<file path="src/rtl/alu_mul_seq.sv">
// Shift-and-add 4-bit multiplier sequenced over an external combinational ALU.
// It issues only ALU add (f=0) and double (f=2); the product is (A*B) mod 16.
module alu_mul_seq (
  input  logic       clk,
  input  logic       rst,
  input  logic       in_valid,
  output logic       in_ready,
  input  logic [3:0] in_a,
  input  logic [3:0] in_b,
  output logic       out_valid,
  input  logic       out_ready,
  output logic [3:0] out_p,
  output logic [3:0] alu_x,
  output logic [3:0] alu_y,
  output logic [1:0] alu_f,
  input  logic [3:0] alu_xy
);

  typedef enum logic [1:0] {
    IDLE = 2'd0,
    ADD  = 2'd1,
    DBL  = 2'd2,
    DONE = 2'd3
  } state_t;

  state_t     state, state_next;
  logic [3:0] acc, mcand, mplier;
  logic [1:0] idx;
  logic [2:0] j;
  logic [3:0] rest;

  // j is the multiplier bit position that the next step will look at.
  assign j     = {1'b0, idx} + 3'd1;
  assign rest  = mplier >> j;
  assign out_p = acc;

  always_ff @(posedge clk or posedge rst) begin
    if (rst) begin
      state <= IDLE;
    end else begin
      state <= state_next;
    end
  end

  always_comb begin
    state_next = state;
    in_ready   = 1'b0;
    out_valid  = 1'b0;
    alu_x      = 4'd0;
    alu_y      = 4'd0;
    alu_f      = 2'd3;
    case (state)
      IDLE: begin
        in_ready = 1'b1;
        if (in_valid) begin
          if (in_b == 4'd0) begin
            state_next = DONE;
          end else if (in_b[0]) begin
            state_next = ADD;
          end else begin
            state_next = DBL;
          end
        end
      end
      ADD: begin
        alu_x      = acc;
        alu_y      = mcand;
        alu_f      = 2'd0;
        state_next = (rest == 4'd0) ? DONE : DBL;
      end
      DBL: begin
        alu_x = mcand;
        alu_f = 2'd2;
        // idx never exceeds 2 here, so j[1:0] is a valid bit index.
        if (mplier[j[1:0]]) begin
          state_next = ADD;
        end else if (rest == 4'd0) begin
          state_next = DONE;
        end else begin
          state_next = DBL;
        end
      end
      DONE: begin
        out_valid = 1'b1;
        if (out_ready) begin
          state_next = IDLE;
        end
      end
      default: state_next = IDLE;
    endcase
  end

  always_ff @(posedge clk or posedge rst) begin
    if (rst) begin
      acc    <= 4'd0;
      mcand  <= 4'd0;
      mplier <= 4'd0;
      idx    <= 2'd0;
    end else begin
      case (state)
        IDLE: begin
          if (in_valid) begin
            mcand  <= in_a;
            mplier <= in_b;
            acc    <= 4'd0;
            idx    <= 2'd0;
          end
        end
        ADD: acc <= alu_xy;
        DBL: begin
          mcand <= alu_xy;
          idx   <= idx + 2'd1;
        end
        default: ;
      endcase
    end
  end

endmodule
</file>
<file path="config.mk">
export PLATFORM = sky130hd
export DESIGN_NAME = alu_mul_seq
export DESIGN_NICKNAME = d
export VERILOG_FILES = /design/src/rtl/alu_mul_seq.sv
export SDC_FILE = /design/constraint.sdc
export NUM_CORES = 1
export LEC_CHECK = 0
export BUFFER_PORTS_ARGS = -buffer_cell sky130_fd_sc_hd__buf_4
export CAP_MARGIN = 5
export CORE_UTILIZATION = 35
export DETAILED_ROUTE_END_ITERATION = 6
export SYNTH_ARGS = -nofsm -noshare
export SYNTH_HDL_FRONTEND = slang
export SYNTH_SLANG_ARGS = --single-unit
</file>
<file path="constraint.sdc">
create_clock -name clk -period 1.9 [get_ports clk]
set_clock_uncertainty 0.1 [all_clocks]
set_input_delay 0.38 -clock clk [delete_from_list [all_inputs] [get_ports clk]]
set_output_delay 0.38 -clock clk [all_outputs]
set_load 0.05 [all_outputs]
</file>
# Word level (Yosys, flattened, before mapping)
# Index checks and enable logic that the tools add are counted.
# Widths: inputs -> output; s select.
[totals]
ff_bits = 16
[classes]
order_cmp = 1
shift = 1
mux = 20
n_addsub = 2
reduce_logical = 9
n_eq_ne = 5
[op_table]
columns = ["operator", "count"]
rows = [
  ["$pmux 4 s2", 3],
  ["$mux 2", 6],
  ["$mux 4", 3],
  ["$logic_not 4->1", 2],
  ["$pmux 2 s2", 2],
  ["$pmux 2 s4", 1],
  ["$reduce_and 2->1", 4],
  ["$eq 2x2->1 const B", 2],
  ["$mux 1", 4],
  ["$ne 2x2->1 const B", 2],
  ["$reduce_bool 2->1", 2],
  ["$shr 4x3->4", 1],
  ["$add 2x1->3 const B", 1],
  ["$lt 2x3->1 const B", 1],
  ["$add 2x1->2 const B", 1],
  ["$bmux 1 s2", 1],
  ["$eq 2x1->1 const B", 1],
  ["$logic_not 2->1", 1],
]

# Longest topological paths before layout
# Gate-level depths: netlist of the first run.
[depth]
ltp_word = 6
ltp_mapped = 7
mapped_depth_nobuf = 6

# Worst setup path before layout of the first run
# OpenSTA, ideal clock, no wires.
[synth_timing]
path_kind = "register to output"
startpoint = "register state[0]"
endpoint = "output alu_x[1]"
arrival_ns = 1.768
path_buffers = 1
path_slack_ns = -0.348
path_stages_with_launch = 6
path_cell_list = "dfrtp_1 inv_1 ha_1 buf_1 a22oi_1 nor2_1"
[synth_via]
elab_chain_cells = 2
[synth_rtl]
columns = ["item", "line_no", "source"]
rows = [
  ["from (decl)", "26", "state_t state, state_next;"],
  ["from (signal assigned)", "41", "state <= state_next;"],
  ["$eq 2x2->1 or $eq 2x1->1 (tied branches)", "52", "case (state)"],
  ["$pmux 4 s2 *", "52", ""],
  ["to (decl)", "13", "output logic [3:0] alu_x,"],
]
# Every way passes the cells marked *; elsewhere a longest branch is shown, timed or not.

# Worst setup path after layout of the first run
[layout_timing]
startpoint = "register state[1]"
endpoint = "output alu_x[2]"
# Same word-level chain as after synthesis.

==> insert_results.sql, run 1 <==
INSERT INTO impl_metrics (metric_group, metric, value, unit) VALUES
('run_status', 'status', 'complete, but fails checks', ''),
('run_status', 'violations_in_the_final_reports', 'setup timing', ''),
('routing', 'detailedRoute.firstIterationViolations', '17', ''),
('worst_setup_path', 'timing.rr.end', 'state[0]', ''),
('worst_setup_path', 'crit_buf_inv', '2', ''),
('worst_setup_path', 'criticalPathCategory', 'flop to output pin', ''),
('logic_synthesis', 'synth_area_leader_cell', 'dfrtp_1', ''),
('timing', 'finalSetupViolCount', '1', ''),
('timing', 'worst_pin_slew', '0.627', 'ns'),
('worst_setup_path', 'worstRegToRegCells', '7', ''),
('logic_synthesis', 'synth.net_count', '113', ''),
('logic_synthesis', 'count_of_mapped_cells_out_of_synthesis', '92', ''),
('worst_setup_path', 'timing.critical_path.max_delay_family', 'flip-flops', ''),
('routing', 'detail_route.first_pass.iterations', '4', ''),
('place', 'dpl.hpwl', '1640', 'µm'),
('logic_synthesis', 'syn-cell-area', '910', 'µm²'),
('floorplanning', 'core.rowCount', '18', ''),
('timing', 'fin_hold_ws', '0.0747', 'ns'),
('worst_setup_path', 'crit_path_top_delay_cell', 'dfrtp_1', ''),
('worst_setup_path', 'delay_of_the_slowest_cell_on_the_worst_path', '0.40', 'ns'),
('logic_synthesis', 'netlist_top_cells_area', 'dfrtp_1 (44%), ha_1 (6.9%), mux2_2 (5.0%), nor2_1 (5.0%), a32o_1 (4.4%)', ''),
('floorplanning', 'floorplan_die_area', '0.00281', 'mm²'),
('logic_synthesis', 'yosys.cell_count.top_type', 'dfrtp_1', ''),
('routing', 'drtAntennaViolNets', '0', ''),
('timing', 'fmax_achieved', '525', 'MHz'),
('floorplanning', 'start_util', '36.7', '%'),
('finish', 'n_antenna_cell', '0', ''),
('clocking', 'post_cts_hold_buffer_count', '0', ''),
('worst_setup_path', 'end_kind', 'output pin', ''),
('worst_setup_path', 'startpoint_type', 'flop', ''),
('timing', 'final.setup.worst_slack', '-0.00552', 'ns'),
('global_routing', 'sum_of_overflow_across_all_layers_after_global_routing', '0', ''),
('logic_synthesis', 'postSynthRegisterBits', '16', ''),
('finish', 'layout-area-overhead-vs-synth', '54.3', '%'),
('place', 'placement.io_buffers', '31', ''),
('clocking', 'clkSinkCount', '16', ''),
('logic_synthesis', 'fraction_of_registers_with_async_set_or_reset_after_synthesis', '100', '%'),
('global_routing', 'grt_pass1_wl', '3850', 'µm'),
('worst_setup_path', 'regToRegStartpoint', 'state[0]', ''),
('clocking', 'clk_latency', '0.28', 'ns'),
('global_routing', 'grt_antenna_before_repair', '0', ''),
('logic_synthesis', 'yosys-top-cells-count', 'dfrtp_1 (16), nor2_1 (12), inv_1 (8), o21ai_0 (8), ha_1 (5)', ''),
('logic_synthesis', 'dominantRegCellSynth', 'dfrtp_1', ''),
('worst_setup_path', 'r2r_slack', '0.07', 'ns'),
('worst_setup_path', 'worstPathMaxFanout', '6', ''),
('timing', 'slew-limit-headroom', '58.2', '%'),
('worst_setup_path', 'arrival', '1.43', 'ns'),
('timing', 'final_period_util', '100', '%'),
('floorplanning', 'ios', '32', ''),
('timing', 'hold_violations', '0', ''),
('global_routing', 'first_global_vias', '817', ''),
('logic_synthesis', 'synth.top_cell.area_share', '44.0', '%'),
('worst_setup_path', 'crit_path_cell_chain', 'buf_4, ha_4, a22oi_2, nor2_4, buf_6', ''),
('global_routing', 'grt_util_all_layers', '19.6', '%'),
('routing', 'drcViolationCount', '0', ''),
('logic_synthesis', 'syn_avg_cell_area', '9.89', 'µm²'),
('clocking', 'ctsHtreeMaxLevel', '1', ''),
('floorplanning', 'core_box_area', '0.00248', 'mm²'),
('min_path', 'min-delay-path-class', 'primary input to async pin', ''),
('timing', 'grt_setup_unrepaired', 'true', ''),
('floorplanning', 'dieWidth', '53.0', 'µm'),
('finish', 'final_net_count', '156', ''),
('clocking', 'worst_setup_hold_path_clk_slew', '0.09', 'ns'),
('logic_synthesis', 'ys_warn_count', '0', ''),
('floorplanning', 'die_height', '53.0', 'µm'),
('worst_setup_path', 'crit_required', '1.42', 'ns'),
('place', 'gpl_wtd_cong', '0.774', ''),
('clocking', 'clk_tree_root_cell', 'clkbuf_4', ''),
('clocking', 'numCtsBuffers', '3', ''),
('logic_synthesis', 'synth-edff-count', '0', ''),
('finish', 'final_layout_size_suffix_gt1_share', '51.9', '%');
## layout by cell type (no fill, tap or decap), types with 4 or more instances in the layout
master / netlist / final
a22oi_2: 0 / 4
a32o_1: 4 / 4
buf_4: 0 / 35
buf_6: 0 / 5
dfrtp_1: 16 / 15
inv_1: 8 / 5
mux2_2: 4 / 4
nand2_1: 4 / 4
nor2_1: 12 / 8
nor2_4: 0 / 4
o21ai_0: 8 / 8
## worst reg2reg max path: stages (launching register included)
cell and delay, ns:
dfrtp_2 0.46, ha_4 0.21, buf_6 0.13, buf_4 0.14, buf_4 0.13, o22a_1 0.19, a221oi_2 0.26, o31ai_1 0.09
## final cells by class
cell class                 instances  area, µm²
fill                             235       1070
multi-input combinational         64        556
sequential                        16        402
timing repair buffer              42        349
inverter                           8       37.5
tap                               30       37.5
clock buffer                       3       22.5
## layer usage
layer | routed length (µm) | vias up | track usage (%)
met5 | 0 | - | 0
met4 | 27 | 0 | 6.58
met3 | 86 | 2 | 4.31
met2 | 1210 | 17 | 33.1
met1 | 1030 | 426 | 24.5
li1 | - | 418 | -
## per-stage QoR
stage / TNS, ns / setup WS [ns] / util [%] / instances / instance area, µm²
after global placement: 0 / 0.0821 / 49.9 / 156 / 1240
after detailed placement: 0 / 0.0575 / 49.9 / 156 / 1240
after floorplan: -0.410 / -0.120 / - / 92 / 932
after CTS: -0.0220 / -0.0147 / 56.0 / 163 / 1390
final: -0.00552 / -0.00552 / 56.7 / 163 / 1400
after global routing: -0.264 / -0.0580 / 56.7 / 163 / 1400
## repair_timing
action                     CTS  global route
pin swaps                    3             4
resized for setup           25             6
buffers inserted             4             0
gates cloned                 0             0
setup endpoints to repair    9             8
## registers in the layout, indices dropped and copies added, names as in the netlist
signal,cells
mcand,4
state,2
mplier,4
idx,2
out_p,4
## logic make-up (layout without fill, tap and decap cells)
kind of cell | count (synthesis) | in the layout | synth area share [%]
compound gates | 28 | 28 | 23.0
simple gates | 26 | 26 | 13.5
flops | 16 | 16 | 44.0
buf+inv | 12 | 53 | 5.23
fa+ha+maj | 5 | 5 | 6.88
mux | 5 | 5 | 7.43
## how the worst max path moves through the flow
| stage | startpoint | end | slack [ns] | cells after the start |
|---|---|---|---|---|
| after floorplan | state[0] | alu_x[0] | -0.12 | 4 |
| after global placement | state[1] | alu_x[2] | 0.08 | 5 |
| after detailed placement | state[1] | alu_x[2] | 0.06 | 5 |
| after CTS | state[1] | alu_x[2] | -0.01 | 5 |
| after global routing | state[1] | alu_x[2] | -0.06 | 5 |
| final | state[1] | alu_x[2] | -0.006 | 5 |
Power of run 1 is left out: the tool's default activity adds up to more than one toggle a clock period on the data nets, which glitch-free logic cannot reach.
==> inputs of run 2 (changes only) <==
Settings changed: PLACE_DENSITY from default to 0.66.
==> run 2 against run 1 <==
Effect of this change: the run still ends with setup timing left; non-clock buffer count increased by 2; wire length about the same; largest cell class unchanged; sequential cell count unchanged; via count increased by 2.0%.
==> insert_results.sql, run 2 (synthesis results as in run 1) <==
INSERT INTO impl_metrics (metric_group, metric, value, unit) VALUES
('run_status', 'status', 'complete, but fails checks', ''),
('run_status', 'violations_in_the_final_reports', 'setup timing', ''),
('clocking', 'clk_tree_root_cell', 'clkbuf_4', ''),
('timing', 'fmax_achieved', '514', 'MHz'),
('clocking', 'numCtsBuffers', '3', ''),
('worst_setup_path', 'crit_required', '1.42', 'ns'),
('floorplanning', 'core.rowCount', '18', ''),
('timing', 'finalSetupTns', '-0.0782', 'ns'),
('timing', 'final_period_util', '102', '%'),
('global_routing', 'grt_pass1_wl', '4030', 'µm'),
('place', 'placement.io_buffers', '31', ''),
('min_path', 'min-delay-path-class', 'primary input to async pin', ''),
('timing', 'final.setup.worst_slack', '-0.0438', 'ns'),
('floorplanning', 'dieWidth', '53.0', 'µm'),
('clocking', 'clock_path_buffers', '2', ''),
('routing', 'num_vias', '880', ''),
('floorplanning', 'ios', '32', ''),
('place', 'place.detailed.instances', '156', ''),
('worst_setup_path', 'end_kind', 'output pin', ''),
('finish', 'commonest_cells_after_routing_fill_and_taps_aside', 'buf_4 (31), dfrtp_1 (16), buf_6 (13)', ''),
('clocking', 'post_cts_hold_buffer_count', '0', ''),
('global_routing', 'grt_util_all_layers', '20.2', '%'),
('place', 'pre_cts_slack', '0.0695', 'ns'),
('clocking', 'ctsHtreeMaxLevel', '1', ''),
('worst_setup_path', 'startpoint_type', 'flop', ''),
('floorplanning', 'core_box_area', '0.00248', 'mm²'),
('global_routing', 'sum_of_overflow_across_all_layers_after_global_routing', '0', ''),
('finish', 'final_net_count', '158', ''),
('clocking', 'clkSinkCount', '16', ''),
('timing', 'period_needed', '1.94', 'ns'),
('timing', 'fin_hold_ws', '0.0569', 'ns'),
('worst_setup_path', 'criticalPathCategory', 'flop to output pin', ''),
('routing', 'drcViolationCount', '0', ''),
('flow_run', 'max_cap_violations', '0', ''),
('timing', 'slew-limit-headroom', '58.4', '%'),
('routing', 'drtAntennaViolNets', '0', ''),
('routing', 'detailedRoute.firstIterationViolations', '15', ''),
('finish', 'final_common_cell', 'buf_4', ''),
('worst_setup_path', 'worstPathMaxFanout', '8', ''),
('timing', 'worst_pin_slew', '0.624', 'ns'),
('worst_setup_path', 'arrival', '1.46', 'ns'),
('timing', 'hold_violations', '0', ''),
('global_routing', 'grt_start_max_net_pins', '17', ''),
('finish', 'n_antenna_cell', '0', ''),
('floorplanning', 'die_height', '53.0', 'µm'),
('routing', 'wl', '2350', 'µm'),
('clocking', 'cts_tree', 'yes', ''),
('global_routing', 'grt_antenna_before_repair', '0', ''),
('place', 'dpl.hpwl', '1670', 'µm'),
('timing', 'finalSetupViolCount', '4', ''),
('floorplanning', 'floorplan_die_area', '0.00281', 'mm²'),
('place', 'gpl_wtd_cong', '0.770', ''),
('global_routing', 'first_global_vias', '847', ''),
('finish', 'finish.cell_count_without_fillers', '166', ''),
('finish', 'layout-area-overhead-vs-synth', '57.4', '%'),
('clocking', 'clk_latency', '0.29', 'ns'),
('timing', 'drv_slew', '0', ''),
('routing', 'route.detailed.wl_per_inst', '14.2', 'µm'),
('clocking', 'worst_setup_hold_path_clk_slew', '0.10', 'ns'),
('timing', 'grt_setup_unrepaired', 'true', ''),
('floorplanning', 'start_util', '36.7', '%'),
('finish', 'final_layout_size_suffix_gt1_share', '52.2', '%'),
('routing', 'viasPerCell', '5.30', ''),
('routing', 'detail_route.first_pass.iterations', '4', '');
run 2: layout make-up:
cell class	instances	area (µm²)
timing repair buffer	44	379
fill	220	1050
sequential	16	400
clock buffer	4	36.3
inverter	8	32.5
tap	30	37.5
multi-input combinational	64	546
run 2: stage by stage:
step                util, %  area, µm²
floorplan                 -        932
global placement       49.9       1240
detailed placement     49.9       1240
CTS                    56.6       1400
global route           57.8       1430
finish                 57.8       1430
run 2: path summary, 6_finish.rpt:
check,start,to,slack [ns],cells past startpoint
max in group asynchronous,rst,out_p[1],1.24,2
worst max register to register,state[0],out_p[1],0.09,7
worst min-delay path,rst,idx[1],0.06,2
worst min register to register,mplier[0],mplier[0],0.43,1
worst max-delay path,state[0],alu_y[1],-0.04,5
min in group clk,in_b[2],mplier[2],0.22,2
run 2: timing repair:
| item | in CTS | in global routing |
|---|---|---|
| resized for setup | 26 | 6 |
| endpoints found under the setup margin | 10 | 10 |
| pin swaps | 6 | 3 |
| cloned | 0 | 0 |
| buffers inserted | 5 | 1 |
run 2: metal layers:
layer	vias up	wire length (µm)	part of all wire [%]	GRT usage, %
met3	2	126	5.4	3.45
met5	-	0	0	0
met2	25	1170	50	31.4
li1	420	-	-	-
met4	0	19	0.81	7.89
met1	433	1030	44	27.5
run 2: worst max-delay path, cell delays in order (launching register included):
cell and delay [ns]:
dfrtp_1 0.43, buf_6 0.14, ha_4 0.18, buf_6 0.13, and2_4 0.15, buf_6 0.14
Power of run 2 is left out for the same reason.
